`src/rtl/fetch_pkg.sv`:
```
// Shared definitions for the fetch-address sequencer.
//   LINE_OFFSET     : byte-offset bits below the line pointer
//   redirect_src_e  : encoding of the last applied redirect source
//   seq_state_e     : sequencer FSM states
//   clog2_banks()   : bank-index width for a power-of-two bank count
package fetch_pkg;

   localparam int LINE_OFFSET = 4;

   typedef enum logic [1:0] {
      SRC_NONE    = 2'b00,
      SRC_BR      = 2'b01,
      SRC_RESTEER = 2'b10,
      SRC_INIT    = 2'b11
   } redirect_src_e;

   typedef enum logic {
      ST_IDLE = 1'b0,
      ST_RUN  = 1'b1
   } seq_state_e;

   function automatic int clog2_banks(input int n);
      int r;
      r = 0;
      while ((1 << r) < n) r++;
      return r;
   endfunction

endpackage

```
`src/rtl/fetch_bank_fip.sv`:
```
// One bank's line pointer with miss/replay tracking.
//   clk, reset          : clock, synchronous active-high reset
//   load_i, target_i    : redirect load strobe and this bank's new pointer
//   latch_loaded_i      : this bank's line was consumed by the fetch latch
//   cache_miss_i        : this bank's access missed
//   fill_done_i         : fill for this bank completed
//   fip_o, valid_o      : current pointer and "presented for access" flag
module fetch_bank_fip #(
   parameter int FIP_W     = 28,
   parameter int NUM_BANKS = 2
) (
   input  logic             clk,
   input  logic             reset,
   input  logic             load_i,
   input  logic [FIP_W-1:0] target_i,
   input  logic             latch_loaded_i,
   input  logic             cache_miss_i,
   input  logic             fill_done_i,
   output logic [FIP_W-1:0] fip_o,
   output logic             valid_o
);

   logic [FIP_W-1:0] fip_q, fip_d;
   logic             stall_q, stall_d;
   logic             valid_q, valid_d;

   always_comb begin
      fip_d   = fip_q;
      stall_d = stall_q;
      valid_d = valid_q;
      if (load_i) begin
         // Redirect wins: any outstanding miss is abandoned.
         fip_d   = target_i;
         stall_d = 1'b0;
         valid_d = 1'b1;
      end else if (valid_q) begin
         if (cache_miss_i) begin
            // Hold the pointer so it is replayed once the fill lands.
            stall_d = 1'b1;
            valid_d = 1'b0;
         end else if (latch_loaded_i) begin
            // Banks interleave, so this bank's next line is NUM_BANKS ahead.
            fip_d = fip_q + FIP_W'(NUM_BANKS);
         end
      end else if (stall_q && fill_done_i) begin
         stall_d = 1'b0;
         valid_d = 1'b1;
      end
   end

   always_ff @(posedge clk) begin
      if (reset) begin
         fip_q   <= '0;
         stall_q <= 1'b0;
         valid_q <= 1'b0;
      end else begin
         fip_q   <= fip_d;
         stall_q <= stall_d;
         valid_q <= valid_d;
      end
   end

   assign fip_o   = fip_q;
   assign valid_o = valid_q;

endmodule

```
`src/rtl/fetch_fip_sequencer.sv`:
```
// Fetch-address sequencer for an N-bank interleaved instruction cache.
// Arbitrates redirects (init > resteer > taken branch), spreads the
// winning line address across per-bank pointers, and keeps a redirect
// epoch so downstream latches can drop lines fetched before a redirect.
//   clk, reset                      : clock, synchronous active-high reset
//   init_addr/is_init               : init redirect (only source accepted in IDLE)
//   resteer_addr/is_resteer         : writeback resteer
//   br_addr/is_br_taken             : predicted-taken branch
//   latch_loaded/cache_miss/fill_done : per-bank fetch feedback
//   fip_out/fip_valid               : per-bank pointers and valid flags
//   fetch_epoch                     : redirect count modulo 2^EPOCH_W
//   fetch_active                    : sequencer in RUN
//   redirect_src                    : source of the last applied redirect
module fetch_fip_sequencer
   import fetch_pkg::*;
#(
   parameter int NUM_BANKS = 2,
   parameter int FIP_W     = 28,
   parameter int EPOCH_W   = 3
) (
   input  logic                       clk,
   input  logic                       reset,
   input  logic [31:0]                init_addr,
   input  logic                       is_init,
   input  logic [31:0]                resteer_addr,
   input  logic                       is_resteer,
   input  logic [31:0]                br_addr,
   input  logic                       is_br_taken,
   input  logic [NUM_BANKS-1:0]       latch_loaded,
   input  logic [NUM_BANKS-1:0]       cache_miss,
   input  logic [NUM_BANKS-1:0]       fill_done,
   output logic [NUM_BANKS*FIP_W-1:0] fip_out,
   output logic [NUM_BANKS-1:0]       fip_valid,
   output logic [EPOCH_W-1:0]         fetch_epoch,
   output logic                       fetch_active,
   output logic [1:0]                 redirect_src
);

   localparam int BANK_W = clog2_banks(NUM_BANKS);

   seq_state_e        state_q, state_d;
   redirect_src_e     src_q, src_d;
   logic [EPOCH_W-1:0] epoch_q, epoch_d;

   logic              redirect;
   logic [31:0]       sel_addr;
   logic [FIP_W-1:0]  line_addr;
   logic [BANK_W-1:0] line_bank;
   logic              unused_addr_bits;

   // Arbiter plus FSM next state. Resteer and branch only count in RUN.
   always_comb begin
      redirect = 1'b0;
      sel_addr = init_addr;
      src_d    = src_q;
      state_d  = state_q;
      epoch_d  = epoch_q;
      if (is_init) begin
         redirect = 1'b1;
         sel_addr = init_addr;
         src_d    = SRC_INIT;
      end else if (state_q == ST_RUN && is_resteer) begin
         redirect = 1'b1;
         sel_addr = resteer_addr;
         src_d    = SRC_RESTEER;
      end else if (state_q == ST_RUN && is_br_taken) begin
         redirect = 1'b1;
         sel_addr = br_addr;
         src_d    = SRC_BR;
      end
      if (redirect) begin
         state_d = ST_RUN;
         epoch_d = epoch_q + EPOCH_W'(1);
      end
   end

   assign line_addr        = sel_addr[FIP_W+LINE_OFFSET-1:LINE_OFFSET];
   assign line_bank        = line_addr[BANK_W-1:0];
   assign unused_addr_bits = ^sel_addr[LINE_OFFSET-1:0];

   always_ff @(posedge clk) begin
      if (reset) begin
         state_q <= ST_IDLE;
         src_q   <= SRC_NONE;
         epoch_q <= '0;
      end else begin
         state_q <= state_d;
         src_q   <= src_d;
         epoch_q <= epoch_d;
      end
   end

   for (genvar gi = 0; gi < NUM_BANKS; gi++) begin : g_bank
      logic [BANK_W-1:0] ofs;
      logic [FIP_W-1:0]  target;

      // Distance from the redirect line to the first line owned by this
      // bank; the BANK_W-bit subtraction wraps, giving (gi - l) mod N.
      assign ofs    = BANK_W'(gi) - line_bank;
      assign target = line_addr + FIP_W'(ofs);

      fetch_bank_fip #(
         .FIP_W    (FIP_W),
         .NUM_BANKS(NUM_BANKS)
      ) u_bank (
         .clk           (clk),
         .reset         (reset),
         .load_i        (redirect),
         .target_i      (target),
         .latch_loaded_i(latch_loaded[gi]),
         .cache_miss_i  (cache_miss[gi]),
         .fill_done_i   (fill_done[gi]),
         .fip_o         (fip_out[gi*FIP_W +: FIP_W]),
         .valid_o       (fip_valid[gi])
      );
   end

   assign fetch_epoch  = epoch_q;
   assign fetch_active = (state_q == ST_RUN);
   assign redirect_src = src_q;

endmodule

```
`config.mk`:
```
export PLATFORM = sky130hd
export DESIGN_NAME = fetch_fip_sequencer
export DESIGN_NICKNAME = d
export VERILOG_FILES = /design/src/rtl/fetch_pkg.sv /design/src/rtl/fetch_bank_fip.sv /design/src/rtl/fetch_fip_sequencer.sv
export SDC_FILE = /design/constraint.sdc
export NUM_CORES = 1
export LEC_CHECK = 0
export ABC_AREA = 1
export CAP_MARGIN = 10
export CORE_MARGIN = 2
export CORE_UTILIZATION = 44
export CTS_CLUSTER_SIZE = 14
export DETAILED_ROUTE_END_ITERATION = 10
export PLACE_DENSITY = 0.79
export SYNTH_ARGS = -nofsm -noshare
export SYNTH_HDL_FRONTEND = slang
export SYNTH_SLANG_ARGS = --single-unit
```
`constraint.sdc`:
```
create_clock -name clk -period 2.4 [get_ports clk]
set_input_delay 0.48 -clock clk [delete_from_list [all_inputs] [get_ports clk]]
set_output_delay 0.48 -clock clk [all_outputs]
set_load 0.01 [all_outputs]
```
==> results.md <==
Synth:
- The mux contribution to synthesized area is 0%.
- Among all flip-flop cells after synthesis, the most frequent one is dfxtp_1.
- In this run, synthesis produced a sequential element count of 65.
- The post-synthesis net count is 1,131.
- The cell count after synthesis came out at 1,020.
- The netlist uses 40 different library cells.
- After synthesis, the mean cell area works out to 5.553 um^2.
- The synthesized netlist devotes 4.948% of its cell area to XOR and XNOR gates.
- In the synthesized netlist the async set-or-reset flop fraction comes to 0%.
- Summing the areas of all compound-gate instances in the mapped netlist gives 14.07% of the synthesized area.
- dfxtp_1 takes more of the synthesized area than any other cell.
- Yosys mapped a number of flops with a built-in enable equal to 0.
- Yosys printed 0 warnings.
- By count the netlist is led by nand2_1, inv_1, nor2_1.
- After synthesis the cells add up to 5664 um^2.
- The most common cell in the netlist is nand2_1.
- The fraction of the mapped netlist area in simple logic gates is 43.96%.
- The dominant combinational cell family by area after synthesis is simple AND/OR/NAND/NOR gates.
- The share of Yosys cell area claimed by the top area cell type is 22.97%.
- The proportion of synthesized chip area in sequential cells is 22.97%.
- The adder-cell share of the synthesized area is 0.8836%.
- By area the synthesized netlist is led by dfxtp_1, nand2_1, inv_1.

Worst setup path:
- The worst setup path is launched from a flip-flop.
- The worst register-to-register path ends at g_bank[0].u_bank.fip_o[6]$_SDFFE_PP0P_.
- The path depth of the worst reg2reg path is 12.
- The required time at the endpoint of the critical path is 2.66 ns.
- In this run the critical register-to-register path is launched from fetch_active$_SDFFE_PP0N_.
- Across all register-to-register paths, the minimum setup slack is 0.16 ns.
- The arrival time at the worst endpoint is 2.50 ns.
- Along the worst path, the maximum fanout reaches 6.
- The worst setup path is captured at a flip-flop.
- The critical path class is reg -> reg.

STA:
- The final critical path takes up 93.54% of the cycle.
- The worst hold slack across all endpoints is 0.4568 ns.
- The timing-limited maximum frequency is 445.4 MHz.
- The clock period minus worst slack is 2.245 ns.
- Setup violations remaining at the end of the flow were counted as 0.
- The final count of hold timing violations is 0.
- The number of max-slew violations in the final report is 0.
- Setup repair after global routing left no endpoint under its margin.
- The clock arrives with 0.008227 ns of skew.

Place:
- Including well taps, the total number of placed cells is 1,439.
- The placed instances occupy a cell area of 8282 um^2.
- At the end of routability-driven placement, the weighted congestion stood at 0.9844.
- The number of port buffers is 157.
- The total half-perimeter wirelength after legalization and detailed placement is 16.82 mm.

Clock tree:
- The tree is rooted in a clkbuf_16.
- TritonCTS built the clock tree.
- Clock tree synthesis found a total of 65 sinks.
- Hold repair after CTS inserted 0 buffers.
- After clock tree synthesis, the clock-pin slew on the worst setup and hold paths is 0.06 ns.
- The H-tree generated during clock tree synthesis spans 3 levels.
- The maximum clock path buffer count is 2.
- The total CTS buffers is 9.
- The later pin in the worst-skew pair is clocked with a latency of 0.34 ns.

Die:
- The overall die height is 117.5 um.
- The die width is 117.5 um.
- The core region is 12,620 um^2.
- In this run the core area contains 41 standard-cell rows.
- Pin placement for this block handled 171 I/O pins.
- The initial cell density of the core is 44.88%.
- The floorplan step defined a die boundary enclosing 13,800 um^2.

Min path:
- The path category of the worst min-delay check is reg -> reg.
- The number of stages on the worst hold path is 2.
- The startpoint identified for the worst hold timing path is g_bank[1].u_bank.fip_o[0]$_SDFFE_PP0P_.
- The worst-case hold path end point is g_bank[1].u_bank.fip_o[0]$_SDFFE_PP0P_.

Power:
- Power comes to 0.004242 W.
- VDD sags by at most 339.7 uV.
- The internal portion of total power is 0.002857 W.
- The net load switching power is 0.001384 W.
- The part of the total power dissipated in sequential elements is 31.5%.
- Combinational cells account for 34.1% of the total power.
- The power per standard cell area is 480.4 nW/um^2.
- Summed over all cells, the static leakage comes to 4.189 nW.
- In this run switching power makes up 32.64% of total power.
- In this run, the clock network consumes 34.4% of the power.

Layout:
- For this run, the post-layout net count is 1,392.
- The post-synthesis to final-layout area growth is 55.89%.
- Excluding fillers, the count of instances in the completed layout stands at 1,458.
- The number of inserted diodes is 0.
- The post-route cell area is 8830 um^2.
- The final-layout fill cell count is 1,116.
- The ratio of cells with drive above 1 in the final layout is 16.72%.

Route:
- Detailed routing placed a total of 10.01 mm of wire on met2.
- The routed layout has 7,548 vias.
- The first detailed-routing pass ran for 5 iterations.
- The uppermost metal layer occupied by signal nets is met4.
- The average wire length per cell after detail routing is 14.66 um.
- The met3 wire length is 1.655 mm.
- For this block, the initial DRC count from the detailed router was 572.
- The detail route stage leaves a number of antenna-violating nets equal to 0.
- The routed length on met1 is 9.204 mm.
- The total wirelength of the detailed-routed design is 21.37 mm.
- In the routed layout, each cell is associated on average with a via count of 5.177.
- The final routed DRC violation total is 0.

GRT:
- The via count of the first global-routing pass is 7,075.
- The initial antenna violation count came to 0.
- The first global-routing pass estimated 34.56 mm of wire.
- Entering global routing, the biggest net connects 29 pins.
- Global routing used 30.50% of the available tracks across all layers.
- Global routing finished with a remaining overflow of 0.

Run status:
- The flow ran to the end, and the final reports show no timing, DRC or antenna violations.

Run:
- The max-cap violation count is 0.
-- worst max-delay path by stage --
stage,end,cells past startpoint,start
2_1_floorplan,g_bank[0].u_bank.fip_o[18]$_SDFFE_PP0P_,15,is_br_taken
3_3_place_gp,g_bank[0].u_bank.fip_o[8]$_SDFFE_PP0P_,14,is_init
3_5_place_dp,g_bank[0].u_bank.fip_o[8]$_SDFFE_PP0P_,14,is_init
4_1_cts,g_bank[0].u_bank.fip_o[22]$_SDFFE_PP0P_,18,is_br_taken
5_1_grt,g_bank[0].u_bank.fip_o[22]$_SDFFE_PP0P_,16,fetch_active$_SDFFE_PP0N_
6_report,g_bank[0].u_bank.fip_o[6]$_SDFFE_PP0P_,12,fetch_active$_SDFFE_PP0N_
-- cells in the final DEF (no fill, tap or decap), types with 8 or more instances in the layout --
master / count
nand2_1: 287
clkbuf_16: 9
xor2_1: 17
nor2_1: 116
nor2_4: 9
nor3_1: 20
a31oi_1: 13
nand2_2: 8
buf_4: 122
inv_1: 146
nand3_1: 72
xnor2_1: 14
o21ai_0: 49
clkdlybuf4s50_1: 154
o211ai_1: 12
nand4_1: 19
nand3_2: 9
dfxtp_1: 65
nor2_2: 28
a21oi_1: 45
-- power groups by stage --
stage	Clock [W]	Sequential, W	Combinational (W)
floorplan	0	0.00136	0.000575
global placement	0	0.00135	0.00136
detailed placement	0	0.00135	0.00138
CTS	0.00147	0.00133	0.00139
global route	0.00152	0.00135	0.00157
finish	0.00146	0.00134	0.00145
-- routing by layer --
metal | GRT usage [%] | up-vias
li1 | - | 3776
met4 | 9.639 | 0
met5 | 0 | -
met3 | 5.378 | 46
met2 | 51.43 | 339
met1 | 39.62 | 3387
-- sequential cells by signal, indices dropped and copies added, names as in the netlist --
name                   flops
g_bank.u_bank.fip_o       55
fetch_epoch                3
g_bank.u_bank.stall_q      2
g_bank.u_bank.valid_o      2
redirect_src               2
fetch_active               1
-- worst max-delay path: stages, from the launching register on --
cell     delay, ns
dfxtp_1       0.47
nand2_4       0.13
nand2_4       0.10
buf_4         0.12
a21oi_1       0.08
nor2_2        0.14
ha_2          0.20
nand3_2       0.11
buf_4         0.16
nor2_1        0.13
xor2_1        0.25
nand2_1       0.13
a31oi_1       0.15
-- through the flow --
step / worst slack [ns] / utilization (%) / setup TNS, ns
floorplan: 0.01813 / - / 0
global placement: -0.3650 / 65.63 / -7.038
detailed placement: -0.4555 / 65.63 / -8.189
CTS: 0.0007463 / 68.50 / 0
global route: 0.01523 / 69.97 / 0
finish: 0.1550 / 69.97 / 0
-- layout make-up --
class | count | area, um^2 | share of cell area, %
clock inverters | 4 | 76.32 | 0.8644
inverters | 153 | 576.8 | 6.533
clock buffers | 12 | 246.5 | 2.792
flip-flops and latches | 65 | 1301 | 14.74
well taps | 172 | 215.2 | 2.437
repair buffers | 285 | 2594 | 29.38
multi-input cells | 767 | 3820 | 43.26
-- timing repair --
action                     CTS  global route
resized for setup           10            54
cloned                       1             0
buffers inserted             1             1
pin swaps                    4            13
setup endpoints to repair   10            27
-- cells by family (layout without fill, tap and decap cells) --
kind of cell | after synthesis | in the layout
simple gates | 588 | 589
buf+inv | 189 | 454
compound gates | 141 | 141
flops | 65 | 65
xor+xnor | 32 | 32
fa+ha+maj | 4 | 4
other cells | 1 | 1
No activity file was read; power rests on OpenSTA's default activity.
==> patch 1, RTL diff (same settings) <==
Register the input `latch_loaded` before use. The logic sees it one clock later. The other inputs are not delayed to match.
--- a/src/rtl/fetch_fip_sequencer.sv
+++ b/src/rtl/fetch_fip_sequencer.sv
@@ -37,6 +37,12 @@
 );
 
    localparam int BANK_W = clog2_banks(NUM_BANKS);
+
+   logic [NUM_BANKS-1:0] latch_loaded_q;
+
+   always_ff @(posedge clk) begin
+      latch_loaded_q <= latch_loaded;
+   end
 
    seq_state_e        state_q, state_d;
    redirect_src_e     src_q, src_d;
@@ -107,7 +113,7 @@
          .reset         (reset),
          .load_i        (redirect),
          .target_i      (target),
-         .latch_loaded_i(latch_loaded[gi]),
+         .latch_loaded_i(latch_loaded_q[gi]),
          .cache_miss_i  (cache_miss[gi]),
          .fill_done_i   (fill_done[gi]),
          .fip_o         (fip_out[gi*FIP_W +: FIP_W]),
Formal check against the unedited RTL: not equivalent (Yosys sat finds a counterexample within 4 cycles, from zero or initial values and one cycle with reset high).
==> patch 1 against the original RTL <==
Routed wire length is 5.4% lower. Clock skew is 0.0040 ns higher. Cell area is 0.94% higher. Setup slack better by 0.029 ns. Synthesized area is 4.1% higher. Die area is 3.9% higher. Sequential cell count is 2 higher. Total power is 1.2% higher. Via count is 1.3% lower. Critical path depth is 1 lower.
==> patch 1: results (changes against the original RTL) <==
<table>
<tr><th>Metric</th><th>Value</th></tr>
<tr><th colspan="2">Global route</th></tr>
<tr><td>Maximum number of pins on one net before global-route repair</td><td>26 (-10%)</td></tr>
<tr><td>Met2 track utilization from global routing</td><td>0.4689 (-0.04533)</td></tr>
<tr><td>M3 GR Usage</td><td>0.03422 (-0.01956)</td></tr>
<tr><td>GR Layer Usage met1</td><td>0.3627 (-0.03348)</td></tr>
<tr><th colspan="2">Cells and area</th></tr>
<tr><td>Multi-input combinational area share</td><td>0.4362 (+0.003573)</td></tr>
<tr><td>Layout cells sized above 1</td><td>0.1854 (+0.01823)</td></tr>
<tr><td>Buffers excl. clock</td><td>277 (-2.8%)</td></tr>
<tr><td>Layout multi-input combinational cell count</td><td>747 (-2.6%)</td></tr>
<tr><td>Relative area of clock buffers and inverters in the final design</td><td>0.03678 (+0.0002229)</td></tr>
<tr><th colspan="2">Hold path</th></tr>
<tr><td>End point of the most critical hold path</td><td>redirect_src[1]$_SDFFE_PP0P_</td></tr>
<tr><td>Launch instance of the worst min-delay path</td><td>redirect_src[1]$_SDFFE_PP0P_</td></tr>
<tr><th colspan="2">Placement</th></tr>
<tr><td>Placed wire-length estimate</td><td>15.77 mm (-6.3%)</td></tr>
<tr><td>Pre-CTS setup slack</td><td>-0.4167 ns (+0.03879 ns)</td></tr>
<tr><th colspan="2">Yosys</th></tr>
<tr><td>Number of storage elements in the synthesis netlist</td><td>67 (+3.1%)</td></tr>
<tr><td>Synth Instances</td><td>1004 (-1.6%)</td></tr>
<tr><td>Synth area leaders</td><td>sky130_fd_sc_hd__dfxtp_1 23%, sky130_fd_sc_hd__nand2_1 17%, sky130_fd_sc_hd__inv_1 9.1%</td></tr>
<tr><th colspan="2">Critical path</th></tr>
<tr><td>FF-to-FF setup slack</td><td>0.18 ns (+0.03 ns)</td></tr>
<tr><td>Worst setup path endpoint</td><td>g_bank[1].u_bank.fip_o[27]$_SDFFE_PP0P_</td></tr>
<tr><td>Worst-path maximum fanout</td><td>5 (-1)</td></tr>
<tr><th colspan="2">Pwr</th></tr>
<tr><td>Power Dens Cells</td><td>481.4 nW/um^2 (+0.22%)</td></tr>
<tr><th colspan="2">Drt</th></tr>
<tr><td>Sum of met3 wire segment lengths after detailed routing</td><td>1.629 mm (-1.6%)</td></tr>
<tr><td>Via-per-instance ratio</td><td>5.179 (about the same)</td></tr>
<tr><td>Detailed-routed wire length on met2</td><td>9.345 mm (-6.7%)</td></tr>
<tr><th colspan="2">Status</th></tr>
<tr><td>Run status</td><td>complete, no violations</td></tr>
<tr><th colspan="2">Timing</th></tr>
<tr><td>Post-route worst hold slack</td><td>0.4806 ns (+0.02379 ns)</td></tr>
<tr><td>Clock Skews</td><td>0.01224 ns (+0.004011 ns)</td></tr>
</table>
==> patch 1: kinds of logic (layout without fill, tap and decap cells) <==
family,Yosys count,after routing,share of synthesized area
buf+inv,190,448,0.1320
fa+ha+maj,4,4,0.008491
flops,67,67,0.2276
compound gates,146,146,0.1403
other cells,1,1,0.0006362
simple gates,558,558,0.4345
xor+xnor,38,38,0.05646
==> patch 1: power groups by stage <==
stage	Sequential [mW]	Clock [mW]	Combinational, mW
after CTS	1.36	1.48	1.41
final	1.36	1.49	1.45
after detailed placement	1.38	0	1.39
after global routing	1.38	1.54	1.57
after floorplan	1.39	0	0.620
after global placement	1.38	0	1.37
==> patch 1: repair_timing <==
| item | 4_1_cts | 5_1_grt |
|---|---|---|
| setup buffers | 2 | 2 |
| setup endpoints to repair | 6 | 26 |
| pin swaps | 4 | 15 |
| cloned | 0 | 0 |
| gates resized for setup | 5 | 29 |
| hold endpoints to repair | 0 | 0 |
==> patch 2, RTL diff (same settings) <==
Without the edit above. The parameter `EPOCH_W` goes from 3 to 6.
--- a/src/rtl/fetch_fip_sequencer.sv
+++ b/src/rtl/fetch_fip_sequencer.sv
@@ -16,7 +16,7 @@
 #(
    parameter int NUM_BANKS = 2,
    parameter int FIP_W     = 28,
-   parameter int EPOCH_W   = 3
+   parameter int EPOCH_W   = 6
 ) (
    input  logic                       clk,
    input  logic                       reset,
Interface: changed (resized fetch_epoch); port bits go from 171 to 174. The function was not compared with the original's and may differ.
==> patch 2 against the original RTL <==
Fmax is 1.1% higher. Cell area grew 3.0%. Sequential cell count up 3. Via count is 1.4% higher. Synthesized area grew 6.6%. Die area grew 6.4%. Setup slack better by 0.024 ns. Routed wire length shrank 1.4%. Total power rose by 1.4%. Non-clock buffer count grew 1.
==> patch 2: results (changes against the original RTL) <==
<table>
<tr><th>Metric</th><th>Value</th></tr>
<tr><th colspan="2">Status</th></tr>
<tr><td>Run status</td><td>complete, no violations</td></tr>
<tr><th colspan="2">Critical path</th></tr>
<tr><td>Standard cell with the maximum stage delay on the critical path</td><td>sky130_fd_sc_hd__dfxtp_2</td></tr>
<tr><td>Worst setup path endpoint</td><td>g_bank[0].u_bank.fip_o[23]$_SDFFE_PP0P_</td></tr>
<tr><td>FF-to-FF path depth</td><td>15 (+3)</td></tr>
<tr><td>Slowest cell delay on critical path</td><td>0.40 ns (-0.07 ns)</td></tr>
<tr><th colspan="2">Yosys</th></tr>
<tr><td>Synth Area in Compound Gates</td><td>0.1336 (-0.007116)</td></tr>
<tr><td>Synth Instances</td><td>1028 (+0.78%)</td></tr>
<tr><td>Adder and majority gate portion of the synthesized area</td><td>0.008285 (-0.0005509)</td></tr>
<tr><td>Library cells used by synthesis</td><td>49 (+23%)</td></tr>
<tr><td>Net count after synthesis</td><td>1139 (+0.71%)</td></tr>
<tr><td>Sequential-to-total area share from yosys stat</td><td>0.2254 (-0.004381)</td></tr>
<tr><td>Most frequent cells after synthesis</td><td>263 x sky130_fd_sc_hd__nand2_1, 162 x sky130_fd_sc_hd__inv_1, 115 x sky130_fd_sc_hd__nor2_1, 74 x sky130_fd_sc_hd__nand3_1, 68 x sky130_fd_sc_hd__dfxtp_1</td></tr>
<tr><td>XOR/XNOR Fraction of Synth Area</td><td>0.05510 (+0.005614)</td></tr>
<tr><th colspan="2">Placement</th></tr>
<tr><td>Weighted congestion reported at the end of routability-driven placement</td><td>0.9630 (-2.2%)</td></tr>
<tr><td>Port Buffers</td><td>160 (+1.9%)</td></tr>
<tr><th colspan="2">Cells and area</th></tr>
<tr><td>Nets</td><td>1400 (+0.57%)</td></tr>
<tr><td>Layout cells sized above 1</td><td>0.1793 (+0.01210)</td></tr>
<tr><th colspan="2">Pwr</th></tr>
<tr><td>Cell Int Power</td><td>2.887 mW (+1.0%)</td></tr>
<tr><td>Leakage component of the power</td><td>4.357 nW (+4.0%)</td></tr>
<tr><td>Flop pwr share</td><td>0.320 (+0.005)</td></tr>
<tr><td>Fraction of power consumed by the clock network</td><td>0.342 (-0.002)</td></tr>
<tr><th colspan="2">Global route</th></tr>
<tr><td>M3 GR Usage</td><td>0.05451 (+0.0007322)</td></tr>
<tr><td>Via count of the first global-routing pass</td><td>7230 (+2.2%)</td></tr>
<tr><td>GRT Util Overall</td><td>0.2873 (-0.01769)</td></tr>
<tr><th colspan="2">Drt</th></tr>
<tr><td>Wire length the detailed router placed on met1</td><td>8.587 mm (-6.7%)</td></tr>
<tr><td>Detailed-routed wire length on met2</td><td>10.22 mm (+2.1%)</td></tr>
<tr><td>Initial drt markers</td><td>711 (+24%)</td></tr>
</table>
[patch 2: final cells by class]
cell class	instances	area [sq um]
Inverter	167	629.4
Clock inverter	7	98.84
Timing Repair Buffer	286	2646
Clock buffer	9	225.2
Multi-Input combinational cell	757	3914
Sequential cell	68	1363
Tap cell	176	220.2
Fill cell	1201	4252
[patch 2: stage by stage]
step / setup TNS (ns) / area [sq um] / hold slack, ns / util / setup slack (ns)
final: 0 / 9096 / 0.4773 / 0.6815 / 0.1793
after global routing: -0.002196 / 9096 / 0.5130 / 0.6815 / -0.002196
after CTS: 0 / 8989 / 0.4835 / 0.6734 / 0.02291
after detailed placement: -11.24 / 8663 / 0.4696 / 0.6490 / -0.3862
after global placement: -8.502 / 8663 / 0.4533 / 0.6490 / -0.3247
after floorplan: 0 / 6041 / 0.4883 / - / 0.1878
[patch 2: timing repair]
item                                    in CTS  in global routing
pin swaps                                    1                 13
setup buffers                                0                  4
resized for setup                            2                 23
endpoints found under the setup margin       5                 24
gates cloned                                 0                  0
